`src/rtl/vga_scanout_pkg.sv`:
```
// Shared timing defaults, widths and small helpers for the VGA scanout block.
package vga_scanout_pkg;

  localparam int unsigned HActive   = 640;
  localparam int unsigned HFp       = 16;
  localparam int unsigned HSync     = 96;
  localparam int unsigned HBp       = 48;
  localparam int unsigned VActive   = 480;
  localparam int unsigned VFp       = 10;
  localparam int unsigned VSync     = 2;
  localparam int unsigned VBp       = 33;
  localparam int unsigned ClkDiv    = 2;
  localparam int unsigned ScaleLog2 = 2;
  localparam int unsigned FbW       = 160;
  localparam logic [15:0] BaseAddr  = 16'h0000;

  localparam int unsigned CntW = 12;
  localparam int unsigned RgbW = 9;

  typedef logic [CntW-1:0] cnt_t;
  typedef logic [15:0]     vaddr_t;
  typedef logic [RgbW-1:0] rgb_t;  // {R[8:6], G[5:3], B[2:0]}

  typedef struct packed {
    logic hsync_n;
    logic vsync_n;
    logic de;
  } vid_ctl_t;

  localparam rgb_t     ColBlack = 9'h000;
  localparam vid_ctl_t CtlIdle  = '{hsync_n: 1'b1, vsync_n: 1'b1, de: 1'b0};

  function automatic logic in_window(input cnt_t x, input int unsigned lo,
                                     input int unsigned len);
    return (32'(x) >= lo) && (32'(x) < lo + len);
  endfunction

endpackage

```
`src/rtl/vga_scanout_if.sv`:
```
// VRAM read port shared between the scanout reader (master) and the VRAM (slave).
interface vga_scanout_if;

  vga_scanout_pkg::vaddr_t Address_bus;
  vga_scanout_pkg::rgb_t   Data_bus;
  logic                    rw;
  logic                    cs;
  logic                    oe;

  modport master (output Address_bus, output rw, output cs, output oe, input Data_bus);
  modport slave  (input Address_bus, input rw, input cs, input oe, output Data_bus);

endinterface

```
`src/rtl/vga_scanout_timing_gen.sv`:
```
// Pixel-tick divider, horizontal/vertical counters and raw (undelayed) timing flags.
module vga_scanout_timing_gen
  import vga_scanout_pkg::*;
#(
  parameter int unsigned H_ACTIVE = HActive,
  parameter int unsigned H_FP     = HFp,
  parameter int unsigned H_SYNC   = HSync,
  parameter int unsigned H_BP     = HBp,
  parameter int unsigned V_ACTIVE = VActive,
  parameter int unsigned V_FP     = VFp,
  parameter int unsigned V_SYNC   = VSync,
  parameter int unsigned V_BP     = VBp,
  parameter int unsigned CLK_DIV  = ClkDiv
) (
  input  logic     clk,
  input  logic     rst,
  output logic     o_tick,
  output cnt_t     o_h_cnt,
  output cnt_t     o_v_cnt,
  output logic     o_h_wrap,
  output logic     o_v_wrap,
  output vid_ctl_t o_ctl,
  output logic     o_vblank,
  output logic     o_frame_start
);

  localparam int unsigned HTotal = H_ACTIVE + H_FP + H_SYNC + H_BP;
  localparam int unsigned VTotal = V_ACTIVE + V_FP + V_SYNC + V_BP;
  localparam int unsigned DivW   = (CLK_DIV > 1) ? $clog2(CLK_DIV) : 1;

  logic [DivW-1:0] r_div;
  cnt_t            r_h_cnt;
  cnt_t            r_v_cnt;
  logic            r_frame_start;
  logic            w_tick;
  logic            w_h_end;
  logic            w_v_end;

  assign w_tick  = (r_div == DivW'(CLK_DIV - 1));
  assign w_h_end = (r_h_cnt == cnt_t'(HTotal - 1));
  assign w_v_end = (r_v_cnt == cnt_t'(VTotal - 1));

  always_ff @(posedge clk or posedge rst) begin
    if (rst) begin
      r_div         <= '0;
      r_h_cnt       <= '0;
      r_v_cnt       <= '0;
      r_frame_start <= 1'b0;
    end else begin
      r_div         <= w_tick ? '0 : r_div + 1'b1;
      // Marks the clk right after v_cnt steps into the first blanking line.
      r_frame_start <= w_tick && w_h_end && (r_v_cnt == cnt_t'(V_ACTIVE - 1));
      if (w_tick) begin
        r_h_cnt <= w_h_end ? '0 : r_h_cnt + 1'b1;
        if (w_h_end) r_v_cnt <= w_v_end ? '0 : r_v_cnt + 1'b1;
      end
    end
  end

  assign o_tick        = w_tick;
  assign o_h_cnt       = r_h_cnt;
  assign o_v_cnt       = r_v_cnt;
  assign o_h_wrap      = w_tick && w_h_end;
  assign o_v_wrap      = w_tick && w_h_end && w_v_end;
  assign o_ctl.hsync_n = !in_window(r_h_cnt, H_ACTIVE + H_FP, H_SYNC);
  assign o_ctl.vsync_n = !in_window(r_v_cnt, V_ACTIVE + V_FP, V_SYNC);
  assign o_ctl.de      = (r_h_cnt < cnt_t'(H_ACTIVE)) && (r_v_cnt < cnt_t'(V_ACTIVE));
  assign o_vblank      = (r_v_cnt >= cnt_t'(V_ACTIVE));
  assign o_frame_start = r_frame_start;

endmodule

```
`src/rtl/vga_scanout.sv`:
```
// VRAM-to-VGA scanout: texel address generation, VRAM strobes and 2-tick pixel pipeline.
module vga_scanout
  import vga_scanout_pkg::*;
#(
  parameter int unsigned H_ACTIVE   = HActive,
  parameter int unsigned H_FP       = HFp,
  parameter int unsigned H_SYNC     = HSync,
  parameter int unsigned H_BP       = HBp,
  parameter int unsigned V_ACTIVE   = VActive,
  parameter int unsigned V_FP       = VFp,
  parameter int unsigned V_SYNC     = VSync,
  parameter int unsigned V_BP       = VBp,
  parameter int unsigned CLK_DIV    = ClkDiv,
  parameter int unsigned SCALE_LOG2 = ScaleLog2,
  parameter int unsigned FB_W       = FbW,
  parameter logic [15:0] BASE_ADDR  = BaseAddr
) (
  input  logic                 clk,
  input  logic                 rst,
  vga_scanout_if.master        vram,
  output rgb_t                 rgb,
  output logic                 hsync_n,
  output logic                 vsync_n,
  output logic                 de,
  output logic                 vblank,
  output logic                 frame_start
);

  logic     w_tick;
  logic     w_h_wrap;
  logic     w_v_wrap;
  cnt_t     w_h_cnt;
  cnt_t     w_v_cnt;
  cnt_t     w_v_next;
  vid_ctl_t w_ctl;
  logic     w_vblank;
  logic     w_frame_start;
  logic     w_row_step;

  vaddr_t   r_row_base;
  vaddr_t   r_addr;
  vid_ctl_t r_ctl_s1;
  vid_ctl_t r_ctl_s2;
  rgb_t     r_rgb;

  vga_scanout_timing_gen #(
    .H_ACTIVE (H_ACTIVE),
    .H_FP     (H_FP),
    .H_SYNC   (H_SYNC),
    .H_BP     (H_BP),
    .V_ACTIVE (V_ACTIVE),
    .V_FP     (V_FP),
    .V_SYNC   (V_SYNC),
    .V_BP     (V_BP),
    .CLK_DIV  (CLK_DIV)
  ) u_timing (
    .clk           (clk),
    .rst           (rst),
    .o_tick        (w_tick),
    .o_h_cnt       (w_h_cnt),
    .o_v_cnt       (w_v_cnt),
    .o_h_wrap      (w_h_wrap),
    .o_v_wrap      (w_v_wrap),
    .o_ctl         (w_ctl),
    .o_vblank      (w_vblank),
    .o_frame_start (w_frame_start)
  );

  // Next line starts a new texel row when its index is a multiple of the scale factor.
  assign w_v_next   = w_v_cnt + 1'b1;
  assign w_row_step = ((w_v_next & cnt_t'((1 << SCALE_LOG2) - 1)) == '0) &&
                      (w_v_next < cnt_t'(V_ACTIVE));

  always_ff @(posedge clk or posedge rst) begin
    if (rst) begin
      r_row_base <= BASE_ADDR;
    end else if (w_v_wrap) begin
      r_row_base <= BASE_ADDR;
    end else if (w_h_wrap && w_row_step) begin
      r_row_base <= r_row_base + vaddr_t'(FB_W);
    end
  end

  // Stage 0 issues the address; stage 1 captures VRAM data, masked so a floating bus never
  // reaches the pins.
  always_ff @(posedge clk or posedge rst) begin
    if (rst) begin
      r_addr   <= BASE_ADDR;
      r_ctl_s1 <= CtlIdle;
      r_ctl_s2 <= CtlIdle;
      r_rgb    <= ColBlack;
    end else if (w_tick) begin
      r_ctl_s1 <= w_ctl;
      if (w_ctl.de) r_addr <= r_row_base + vaddr_t'(w_h_cnt >> SCALE_LOG2);
      r_ctl_s2 <= r_ctl_s1;
      r_rgb    <= r_ctl_s1.de ? vram.Data_bus : ColBlack;
    end
  end

  assign vram.Address_bus = r_addr;
  assign vram.cs          = ~r_ctl_s1.de;
  assign vram.oe          = ~r_ctl_s1.de;
  assign vram.rw          = 1'b1;
  assign rgb              = r_rgb;
  assign hsync_n          = r_ctl_s2.hsync_n;
  assign vsync_n          = r_ctl_s2.vsync_n;
  assign de               = r_ctl_s2.de;
  assign vblank           = w_vblank;
  assign frame_start      = w_frame_start;

endmodule

```
`src/flat_wrapper.sv`:
```
// flat-port wrapper written by rule: the top's interface ports become plain ports
module vga_scanout_flat import vga_scanout_pkg::*;
#(
  parameter int unsigned H_ACTIVE   = HActive,
  parameter int unsigned H_FP       = HFp,
  parameter int unsigned H_SYNC     = HSync,
  parameter int unsigned H_BP       = HBp,
  parameter int unsigned V_ACTIVE   = VActive,
  parameter int unsigned V_FP       = VFp,
  parameter int unsigned V_SYNC     = VSync,
  parameter int unsigned V_BP       = VBp,
  parameter int unsigned CLK_DIV    = ClkDiv,
  parameter int unsigned SCALE_LOG2 = ScaleLog2,
  parameter int unsigned FB_W       = FbW,
  parameter logic [15:0] BASE_ADDR  = BaseAddr
)
  (clk, rst, rgb, hsync_n, vsync_n, de, vblank, frame_start, vram_Address_bus, vram_rw, vram_cs, vram_oe, vram_Data_bus);
  vga_scanout_if vram_i ();
  input  logic clk;
  input  logic rst;
  output rgb_t rgb;
  output logic hsync_n;
  output logic vsync_n;
  output logic de;
  output logic vblank;
  output logic frame_start;
  output wire logic [$bits(vram_i.Address_bus)-1:0] vram_Address_bus;
  output wire logic [$bits(vram_i.rw)-1:0] vram_rw;
  output wire logic [$bits(vram_i.cs)-1:0] vram_cs;
  output wire logic [$bits(vram_i.oe)-1:0] vram_oe;
  input wire logic [$bits(vram_i.Data_bus)-1:0] vram_Data_bus;
  assign vram_Address_bus = vram_i.Address_bus;
  assign vram_rw = vram_i.rw;
  assign vram_cs = vram_i.cs;
  assign vram_oe = vram_i.oe;
  assign vram_i.Data_bus = vram_Data_bus;
  vga_scanout #(.H_ACTIVE(H_ACTIVE), .H_FP(H_FP), .H_SYNC(H_SYNC), .H_BP(H_BP), .V_ACTIVE(V_ACTIVE), .V_FP(V_FP), .V_SYNC(V_SYNC), .V_BP(V_BP), .CLK_DIV(CLK_DIV), .SCALE_LOG2(SCALE_LOG2), .FB_W(FB_W), .BASE_ADDR(BASE_ADDR)) u_core (.clk(clk), .rst(rst), .vram(vram_i), .rgb(rgb), .hsync_n(hsync_n), .vsync_n(vsync_n), .de(de), .vblank(vblank), .frame_start(frame_start));
endmodule
```
`config.mk`:
```
export PLATFORM = sky130hd
export DESIGN_NAME = vga_scanout_flat
export DESIGN_NICKNAME = d
export VERILOG_FILES = /design/src/rtl/vga_scanout_pkg.sv /design/src/rtl/vga_scanout_if.sv /design/src/rtl/vga_scanout_timing_gen.sv /design/src/rtl/vga_scanout.sv /design/src/flat_wrapper.sv
export SDC_FILE = /design/constraint.sdc
export NUM_CORES = 1
export LEC_CHECK = 0
export CORE_UTILIZATION = 50
export DETAILED_ROUTE_END_ITERATION = 8
export DONT_BUFFER_PORTS = 1
export MAX_ROUTING_LAYER = met4
export PLACE_DENSITY = 0.72
export SLEW_MARGIN = 40
export SYNTH_ARGS = -nofsm -noshare
export SYNTH_HDL_FRONTEND = slang
export SYNTH_SLANG_ARGS = --single-unit
```
`constraint.sdc`:
```
create_clock -name clk -period 3.11 [get_ports clk]
set_input_delay 0.622 -clock clk [delete_from_list [all_inputs] [get_ports clk]]
set_output_delay 0.622 -clock clk [all_outputs]
set_load 0.05 [all_outputs]
```
==> flow_metrics.tcl <==
set metrics [dict create \
    initial_core_util_pct 52.3 \
    worstPathArrival_ns 2.63 \
    die_h_um 86.5 \
    yosysWarnings 0 \
    reg2reg_from "u_core.u_timing.o_h_cnt[0]$_DFFE_PP0P_" \
    p_leak_nw 1.65 \
    cap_violations 0 \
    chipWidth_um 86.5 \
    dr.first_iter.drc_count 109 \
    syn_nets 382 \
    skew_ns 0.0104 \
    worstHoldPathType "input pin to asynchronous set/reset pin" \
    timing.final.max_slew_violations 0 \
    port_buffers 0 \
    synthCells 359 \
    grt_pass1_vias 2449 \
    grt_pass1_wl_um 11300 \
    cp.required_ns 3.33 \
    dp_hpwl_um 4890 \
    synth_edf_count 0 \
    postCtsHoldBufs 0 \
    synth_ff_type "dfrtp_1" \
    tns_ns 0 \
    antenna_found_initial 0 \
    ir_drop_mv 0.175 \
    synth_seq_cells 68 \
    slowest_delay_ns 0.54 \
    period_minus_slack_ns 2.41 \
    crit_chain "ha_1 > nand4b_4 > nor4b_4 > nand2_1 > a2111oi_4 > or2b_4 > o21ai_0" \
    tritoncts "done" \
    first_pass_iters 4 \
    endpoint_kind "register" \
    totalPowerFinal_mw 1.63 \
    rows 30 \
    synth.largest_area_cell "dfrtp_1" \
    path_max_fanout 14 \
    core_area_mm2 0.00683 \
    tightestPinTransition_ns 0.775 \
    die_area_mm2 0.00748 \
    power.density_mw_per_mm2 425 \
    grt-ovfl-total 0 \
    path_class "register to register" \
    root_buffer "clkbuf_8" \
    grt_setup_unrepaired "false" \
    routed_wl_um 6730 \
    setup.worst_path.start "u_core.u_timing.o_h_cnt[0]$_DFFE_PP0P_" \
    htreeDepth 3 \
    post_cts_buffers 0 \
    ctsResizeCount 0 \
    drive_above_1_share_pct 12.7 \
    vias 2567 \
    synth_area_mm2 0.00357 \
    antenna_cells 0 \
    seq_area_frac_synth_pct 47.8 \
    cts.sinks 68 \
    slew_headroom_pct 48.2 \
    drtAntennaViolNets 0 \
    io-pin-count 44 \
    finalNetCount 381 \
    max_freq_ghz 0.415 \
    status "completed" \
    synthArstFlopShare_pct 100 \
    synth.area.top_cells "dfrtp_1 45%, xnor2_1 5.6%, o21ai_0 5.0%" \
    cts_buffers 9 \
    place_congestion 0.886 \
    cts_buffer_depth 2 \
    worstSetupStartpointType "register" \
    grt_max_degree 28 \
    clkLatencyLatePin_ns 0.35 \
    drt-vias-per-instance 5.59 \
    setup_viol 0 \
    cts.clk_slew.worst_paths_ns 0.08 \
    min_period_over_period_pct 77.4 \
    routedWlPerCell_um 14.7 \
    area_delta_synth_final_pct 7.18 \
    hold_violations 0 \
    drc 0 \
    yosys.area.top_type_share_pct 44.8 \
    grtUsageTotal_pct 20.3 \
    avgSynthCellArea_um2 9.95 \
    ys_types 50 \
    critPathSlowestCell "a2111oi_4" \
    rr_worst_depth 7 \
]
[synth_stat cells (all sizes together) (2+ instances only)]
cell type  count
a22o           9
dfstp          4
clkbuf         7
nand4          7
a21o           3
and4           2
o31ai          7
nand2         44
mux2i          3
nand3         15
nand2b         3
nor4b          3
nor4           4
a21oi          9
ha            12
nor3           6
buf           11
and2           2
dfrtp         64
xor2           3
o21ai         37
inv           20
and3           9
xnor2         23
mux2           8
nor2          26
o21a           4
[kinds of logic after synthesis]
logic type | count (synthesis) | share of synthesized area (%)
xor gates and xnor gates | 26 | 6.38
adders and majority gates | 12 | 4.20
muxes | 11 | 3.36
other | 1 | 0.105
DFF | 68 | 47.8
AOI/OAI and AO/OA | 75 | 13.8
and+or+nand+nor | 128 | 19.5
buffers and inverters | 38 | 4.87
[cells in the final DEF (no fill, tap or decap), types with 2 or more instances in the layout]
cell,count
dfrtp_1,64
nand2_1,42
o21ai_0,35
nor2_1,26
xnor2_1,23
inv_1,19
nand3_1,14
ha_1,12
clkbuf_8,11
a21oi_1,9
and3_1,9
a22o_1,9
mux2_2,8
nand4_1,7
nor3_1,6
o31ai_1,6
buf_4,6
nor4_1,4
o21a_1,4
dfstp_2,4
xor2_1,3
mux2i_1,3
a21o_1,3
nand2b_1,3
and4_1,2
nand2_2,2
o21ai_1,2
and2_1,2
clkinvlp_4,2
[sequential cells by signal, indices dropped and copies added (netlist names)]
signal	cells
u_core.de	1
u_core.hsync_n	1
u_core.r_ctl_s1	3
u_core.r_row_base	11
u_core.rgb	9
u_core.u_timing.o_frame_start	1
u_core.u_timing.o_h_cnt	12
u_core.u_timing.o_tick	1
u_core.u_timing.o_v_cnt	12
u_core.vram.Address_bus	16
u_core.vsync_n	1
[metal layers]
metal / share of wire [%] / GRT usage, % / vias up
met3: 4.7 / 4.48 / 12
met1: 47 / 24.7 / 1248
met2: 47 / 32.4 / 63
met5: 0 / - / -
met4: 2.0 / 9.39 / 0
li1: - / - / 1244
[report_power, final]
group | internal (mW) | total [mW] | switching, mW | leakage, nW
Clock | 0.337 | 0.686 | 0.349 | 0.0892
Sequential | 0.889 | 0.915 | 0.0253 | 0.881
Combinational | 0.00578 | 0.0267 | 0.0209 | 0.675
[critical path: cells and delay by family, from the launching register on]
kind	cells	cell delay, ns
flops	1	0.38
fa+ha+maj	1	0.27
simple gates	4	0.99
compound gates	2	0.63
[worst paths after layout]
kind	to	slack, ns
setup reg to reg	u_core.r_row_base[10]$_DFFE_PP0P_	0.70
min in group clk	u_core.rgb[4]$_DFFE_PP0P_	0.40
setup / recovery	u_core.r_row_base[10]$_DFFE_PP0P_	0.70
hold reg to reg	u_core.r_ctl_s1[2]$_DFFE_PP1P_	0.51
hold / removal	u_core.vram.Address_bus[12]$_DFFE_PP0P_	0.17
max in group asynchronous	u_core.vsync_n$_DFFE_PP1P_	2.16
[per-stage QoR]
step | util, % | area (µm²) | cells | hold WS (ns) | worst slack, ns
CTS | 56.0 | 3820 | 459 | 0.185 | 0.668
finish | 56.0 | 3830 | 459 | 0.172 | 0.702
floorplan | - | 3570 | 359 | 0.465 | 0.554
detailed placement | 53.2 | 3640 | 443 | 0.502 | 0.693
global placement | 53.2 | 3640 | 443 | 0.481 | 0.799
global route | 56.0 | 3830 | 459 | 0.194 | 0.401
[layout make-up]
cell class                      count  area, µm²
Fill cell                         607       3000
Inverter                           20       75.1
Clock buffer                       12        155
Sequential cell                    68       1710
Tap cell                           96        120
Timing Repair Buffer                6       45.0
Multi-Input combinational cell    253       1690
Clock inverter                      4       32.5
Note: power is estimated with default switching activity, not from simulation.
